--- config.mk ---
export PLATFORM = sky130hd
export DESIGN_NAME = fifo_wr_ctrl
export DESIGN_NICKNAME = d
export VERILOG_FILES = /design/src/rtl/fifo_wr_ctrl.sv
export SDC_FILE = /design/constraint.sdc
export NUM_CORES = 1
export LEC_CHECK = 0
export CAP_MARGIN = 20
export CORE_MARGIN = 2
export CORE_UTILIZATION = 43
export CTS_CLUSTER_SIZE = 20
export DETAILED_ROUTE_END_ITERATION = 7
export GPL_TIMING_DRIVEN = 0
export PLACE_DENSITY_LB_ADDON = 0.2
export SETUP_SLACK_MARGIN = 0.05
export SLEW_MARGIN = 5
export SYNTH_ARGS = -nofsm -noshare
export SYNTH_HDL_FRONTEND = slang
export SYNTH_SLANG_ARGS = --single-unit
--- constraint.sdc ---
create_clock -name wclk -period 2.6 [get_ports wclk]
set_input_delay 0.52 -clock wclk [delete_from_list [all_inputs] [get_ports wclk]]
set_output_delay 0.52 -clock wclk [all_outputs]
set_load 0.02 [all_outputs]
--- src/rtl/fifo_wr_ctrl.sv ---
// Async FIFO write side: write pointers, full/almost-full/level
// and sticky overflow, all in the write clock domain.
module fifo_wr_ctrl #(
  parameter int DEPTH     = 8,
  parameter int AFULL_LVL = DEPTH - 2,
  localparam int A        = $clog2(DEPTH),
  localparam int W        = A + 1
) (
  input  logic         wclk,
  input  logic         wrst,
  input  logic         winc,
  input  logic [W-1:0] rptr_sync,
  input  logic         wovf_clr,
  output logic         wen,
  output logic [A-1:0] waddr,
  output logic [W-1:0] wptr,
  output logic         wfull,
  output logic         wafull,
  output logic [W-1:0] wlevel,
  output logic         wovf
);

  logic [W-1:0] wbin_q, wbin_d;
  logic [W-1:0] wgray_q, wgray_d;
  logic [W-1:0] lvl_q, lvl_d;
  logic         full_q, full_d;
  logic         afull_q, afull_d;
  logic         ovf_q, ovf_d;
  logic [W-1:0] rbin;
  logic [W-1:0] rfull_cmp;

  assign wen = winc & ~full_q;

  always_comb begin
    rbin    = '0;
    rbin[A] = rptr_sync[A];
    for (int i = A - 1; i >= 0; i--) begin
      rbin[i] = rbin[i+1] ^ rptr_sync[i];
    end
  end

  // Full when the write pointer is one lap ahead of the read pointer.
  assign rfull_cmp = {~rptr_sync[A:A-1], rptr_sync[A-2:0]};

  always_comb begin
    wbin_d  = wbin_q + W'(wen);
    wgray_d = (wbin_d >> 1) ^ wbin_d;
    full_d  = (wgray_d == rfull_cmp);
    lvl_d   = wbin_d - rbin;
    afull_d = (lvl_d >= W'(AFULL_LVL));
    ovf_d   = (winc & full_q) | (ovf_q & ~wovf_clr);
  end

  always_ff @(posedge wclk or negedge wrst) begin
    if (!wrst) begin
      wbin_q  <= '0;
      wgray_q <= '0;
      lvl_q   <= '0;
      full_q  <= 1'b0;
      afull_q <= 1'b0;
      ovf_q   <= 1'b0;
    end else begin
      wbin_q  <= wbin_d;
      wgray_q <= wgray_d;
      lvl_q   <= lvl_d;
      full_q  <= full_d;
      afull_q <= afull_d;
      ovf_q   <= ovf_d;
    end
  end

  assign waddr  = wbin_q[A-1:0];
  assign wptr   = wgray_q;
  assign wfull  = full_q;
  assign wafull = afull_q;
  assign wlevel = lvl_q;
  assign wovf   = ovf_q;

endmodule

==> results.py, run 1 <==
metrics = {
    "placement": {
        "place.gp.congestion": 0.7204,
        "io_buffers": 22,
        "dpl.hpwl_um": 858.9,
        "dp_slack_ps": -394.4,
    },
    "power_and_ir_drop": {
        "internal_power_mw": 0.9317,
        "clockPowerShare_pct": 7.3,
        "seqPwrFrac_pct": 26.1,
        "swShare_pct": 40.45,
        "ir_worst_vdd_uv": 772.6,
        "p_comb_share_pct": 66.6,
        "power.leakage_nw": 0.4436,
        "power_density_nw_per_um2": 1571,
        "switchingPower_mw": 0.6327,
    },
    "drt": {
        "vias": 459,
        "routedWlPerCell_um": 11.73,
        "vias_per_cell": 4.732,
        "routed_wl_mm": 1.138,
        "antenna_left": 0,
        "drt_iter0_drc": 2,
        "route.detailed.drc": 0,
        "dr.pass1.iters": 2,
    },
    "clock_network": {
        "clock-sinks": 14,
        "ctsHtreeMaxLevel": 1,
        "cts_root_buffer": "clkbuf_4",
        "cts_buffers": 3,
        "cts_tree": "done",
        "cts_max_path_buffers": 2,
        "clkLatencyLatePin_ps": 270,
        "clk_pin_slew_ps": 80,
    },
    "yosys": {
        "syn-num-nets": 67,
        "syn_area_sq_um": 679.4,
        "ys_warn_count": 0,
        "yosysTopAreaCell": "dfrtp_1",
        "synth_top_area_share_pct": 51.57,
        "yosys-top-cells-area": "dfrtp_1 (52%), ha_1 (9.2%), xnor2_1 (6.4%)",
        "ys_seq_area_share_pct": 51.57,
        "synthDistinctLibCells": 17,
        "syn_inst": 53,
        "postSynthAreaPerCell_sq_um": 12.82,
        "ys_seq_elements": 14,
    },
    "min_path": {
        "min_path_cells": 2,
        "hold_start": "wovf",
        "min_to": "wovf",
        "hold_class": "reg2reg",
    },
    "sta": {
        "fin_ws_ps": 101.9,
        "relSlewSlack_pct": 60.10,
        "skew_ps": 5.511,
        "finalCritPeriodShare_pct": 96.08,
        "worst_pin_slew_ps": 596.7,
        "hold_slack_ps": 537.5,
        "finalSetupViolations": 0,
        "max_freq_ghz": 0.4003,
        "period_needed_ps": 2498,
        "slew_violations": 0,
        "hold_violations": 0,
    },
    "cells_and_area": {
        "utilization_pct": 66.89,
        "mostFrequentLayoutCells": "clkdlybuf4s50_1 (22), dfrtp_1 (14), inv_1 (7), xnor2_1 (5), xor2_1 (5)",
        "layout_commonest_cell": "clkdlybuf4s50_1",
        "syn2layout_area_growth_pct": 46.59,
        "n_antenna_cell": 0,
        "fin_nets": 97,
        "layout-drive-gt1-share_pct": 16.05,
    },
    "die": {
        "start_util_pct": 45.63,
        "die_x_um": 43.75,
        "rows": 14,
        "die-area_sq_um": 1914,
        "die_y_um": 43.75,
        "core-area_sq_um": 1489,
        "io-pin-count": 23,
    },
    "global_routing": {
        "grt_antenna_before_repair": 0,
        "grtUsageTotal_pct": 14.27,
        "grt_max_degree": 15,
        "grt_pass1_vias": 433,
        "grt_pass1_wl_mm": 1.876,
        "gr-total-overflow": 0,
    },
    "setup_path": {
        "crit_type": "in2reg",
        "r2r_end": "wafull",
        "path_max_fanout": 4,
        "reg2reg_from": "wfull",
        "cp_data_arrival_time_ps": 2660,
        "cp-start-kind": "input pin",
        "r2r_slack_ps": 490,
        "cp.required_ps": 2760,
        "rr_worst_depth": 9,
        "cp-end-kind": "flip-flop",
    },
    "run_status": {
        "status": "completed",
    },
    "run": {
        "maxCapViolCount": 0,
    },
}
## how the worst max path moves through the flow
stage	from	endpoint	slack [ps]	depth (start not counted)
after floorplan	winc	wafull	120	9
after global placement	winc	wafull	-370	10
after detailed placement	winc	wafull	-390	10
after CTS	winc	wafull	80	10
after global routing	rptr_sync[3]	wafull	-6	8
final	rptr_sync[3]	wafull	100	8
## per-layer routing
| layer | routed length [um] | share of wire [%] | GRT usage (%) | vias to the layer above |
|---|---|---|---|---|
| li1 | - | - | - | 229 |
| met1 | 484 | 43 | 17.89 | 212 |
| met2 | 566 | 50 | 20.88 | 14 |
| met3 | 41 | 3.6 | 2.500 | 4 |
| met4 | 45 | 4.0 | 12.73 | 0 |
| met5 | 0 | 0 | 0 | - |
## layout make-up
class / instances / area (sq um)
repair buffers: 25 / 242.7
inverters: 7 / 26.28
clock buffers: 3 / 22.52
flip-flops and latches: 14 / 350.3
well taps: 16 / 20.02
multi-input cells: 32 / 334.1
fillers: 117 / 493.0
## registers in the layout, indices dropped and copies added, names as in the netlist
| register | count |
|---|---|
| wfull | 1 |
| wptr | 3 |
| wafull | 1 |
| wovf | 1 |
| wbin_q | 4 |
| wlevel | 4 |
## cell usage after synthesis
library cell / n
inv_1: 7
nand3_1: 2
a21oi_1: 1
a22oi_1: 1
dfrtp_1: 14
nor2b_1: 1
xnor2_1: 5
a21o_1: 1
xor3_1: 1
fa_1: 1
o21ai_0: 2
nand2_1: 2
xor2_2: 2
nand3_2: 1
ha_1: 5
xor2_1: 5
or3_1: 2
## worst max-delay path, cell delays in order
cell and delay, ps:
clkdlybuf4s50_1 480, xnor2_1 350, xor2_1 260, xnor2_1 100, ha_1 220, fa_1 390
xnor2_1 150, a21o_1 180
## power by group through the flow
stage / logic (mW) / registers (mW) / clock network [mW]
final: 1.04 / 0.408 / 0.114
after global routing: 1.15 / 0.417 / 0.130
after CTS: 1.02 / 0.409 / 0.120
after detailed placement: 0.934 / 0.408 / 0
after global placement: 0.912 / 0.401 / 0
after floorplan: 0.459 / 0.546 / 0
## cell families after synthesis
| logic type | synth area share (%) |
|---|---|
| fa+ha+maj | 12.15 |
| flops | 51.57 |
| xor+xnor | 21.18 |
| simple gates | 6.815 |
| compound gates | 4.420 |
| buf+inv | 3.868 |
## repair_timing
| action | CTS | global route |
|---|---|---|
| cloned | 0 | 0 |
| buffers inserted | 2 | 1 |
| hold buffers | 0 | 0 |
| pin swaps | 1 | 1 |
| resized for setup | 2 | 3 |
| endpoints found under the setup margin | 2 | 2 |
## stage by stage
stage	std cells	area, sq um	power (mW)	setup TNS (ps)
6_report	97	996.0	1.564	0
3_5_place_dp	91	922.1	1.342	-720.5
3_3_place_gp	91	922.1	1.313	-662.1
5_1_grt	97	996.0	1.693	-5.974
4_1_cts	96	973.4	1.546	0
2_1_floorplan	53	681.9	1.005	0
(Power assumes the default switching activity.)
==> run 2, diff against run 1 <==
- CORE_MARGIN: 2 -> 8
==> results.py, run 2 (synthesis gave the netlist of run 1 again) <==
metrics = {
    "drt": {
        "route.detailed.drc": 0,
        "drt_iter0_drc": 8,
        "vias": 450,
        "routedWlPerCell_um": 12.33,
        "antenna_left": 0,
        "vias_per_cell": 4.737,
        "dr.pass1.iters": 4,
        "routed_wl_mm": 1.171,
    },
    "global_routing": {
        "gr-total-overflow": 0,
        "grt_max_degree": 15,
        "grt_antenna_before_repair": 0,
        "grt_pass1_wl_mm": 2.228,
        "grt_pass1_vias": 488,
        "grtUsageTotal_pct": 8.811,
    },
    "setup_path": {
        "crit_type": "in2reg",
        "cp.required_ps": 2750,
        "cp-end-kind": "flip-flop",
        "r2r_slack_ps": 570,
        "cp_data_arrival_time_ps": 2590,
        "cp-start-kind": "input pin",
        "path_max_fanout": 4,
    },
    "power_and_ir_drop": {
        "finalPower_mw": 1.535,
        "ir_worst_vdd_uv": 713.1,
        "power_density_nw_per_um2": 1526,
        "power.leakage_nw": 0.4423,
    },
    "die": {
        "start_util_pct": 45.63,
        "io-pin-count": 23,
        "die_y_um": 55.75,
        "die-area_sq_um": 3108,
        "die_x_um": 55.75,
        "core-area_sq_um": 1489,
        "rows": 14,
    },
    "sta": {
        "hold_slack_ps": 534.8,
        "finalCritPeriodShare_pct": 93.51,
        "finalSetupViolations": 0,
        "skew_ps": 8.021,
        "worst_pin_slew_ps": 598.0,
        "max_freq_ghz": 0.4113,
        "relSlewSlack_pct": 60.01,
        "slew_violations": 0,
        "rsz0062_at_grt": "false",
        "period_needed_ps": 2431,
        "hold_violations": 0,
        "setup_tns_ps": 0,
    },
    "placement": {
        "placedCellCount": 91,
        "place.gp.congestion": 0.6901,
        "dpl.hpwl_um": 969.6,
        "io_buffers": 22,
    },
    "cells_and_area": {
        "syn2layout_area_growth_pct": 48.07,
        "fillers": 119,
        "mostFrequentLayoutCells": "clkdlybuf4s50_1 (22), dfrtp_1 (14), inv_1 (7), xnor2_1 (4), xor2_1 (4)",
        "layout_commonest_cell": "clkdlybuf4s50_1",
        "n_antenna_cell": 0,
        "layout-drive-gt1-share_pct": 16.46,
        "utilization_pct": 67.56,
        "stdcell_count": 95,
        "fin_nets": 95,
    },
    "clock_network": {
        "cts_max_path_buffers": 2,
        "clk_pin_slew_ps": 80,
        "clock-sinks": 14,
        "ctsHtreeMaxLevel": 1,
        "cts_buffers": 3,
        "cts_tree": "done",
        "cts_root_buffer": "clkbuf_4",
        "clkLatencyLatePin_ps": 270,
    },
    "min_path": {
        "hold_class": "reg2reg",
    },
    "run_status": {
        "status": "completed",
    },
    "run": {
        "maxCapViolCount": 0,
    },
}
run 2: final timing paths:
| check | startpoint | to | depth (start not counted) |
|---|---|---|---|
| setup / recovery | rptr_sync[3] | wafull | 8 |
| hold / removal | wfull | wovf | 2 |
| setup reg to reg | wfull | wafull | 9 |
| hold reg to reg | wfull | wovf | 2 |
| max in group asynchronous | wrst | wafull | 1 |
| min in group asynchronous | wrst | wovf | 1 |
run 2: final cells by class:
class	instances	area [sq um]	share of cell area [%]
tap	16	20.02	1.990
sequential	14	350.3	34.83
timing repair buffer	23	227.7	22.64
multi-input combinational	32	359.1	35.70
clock buffer	3	22.52	2.239
inverter	7	26.28	2.612
run 2: layer usage:
layer  global-route usage, %  routed length, um  vias to the layer above
met5                       0                  0                        -
met4                   7.394                 27                        0
met3                   2.283                 70                        2
met2                   13.94                576                       12
met1                   9.556                496                      213
li1                        -                  -                      223
run 2: what timing repair did:
| item | in CTS | in global routing |
|---|---|---|
| resized for setup | 3 | 5 |
| hold buffers | 0 | 0 |
| pin swaps | 1 | 0 |
| setup endpoints to repair | 2 | 2 |
| setup buffers | 1 | 0 |
run 2: report_power, final:
part           leakage, nW  total, mW  internal (mW)  switching [mW]
sequential           0.167      0.407          0.344          0.0634
clock               0.0138      0.111         0.0534          0.0579
combinational        0.261       1.02          0.515           0.502
run 2: metrics by stage:
stage	cell area (sq um)	setup WS, ps
after floorplan	681.9	120.5
after global placement	922.1	-366.7
after detailed placement	922.1	-387.5
after CTS	983.4	67.73
after global routing	1006	62.63
final	1006	168.7
run 2: worst max-delay path, stage by stage:
cell and delay (ps):
clkdlybuf4s50_1 500, xnor2_2 310, xor2_2 230, xnor2_1 90
ha_1 220, fa_1 380, xnor2_1 150, a21o_1 180
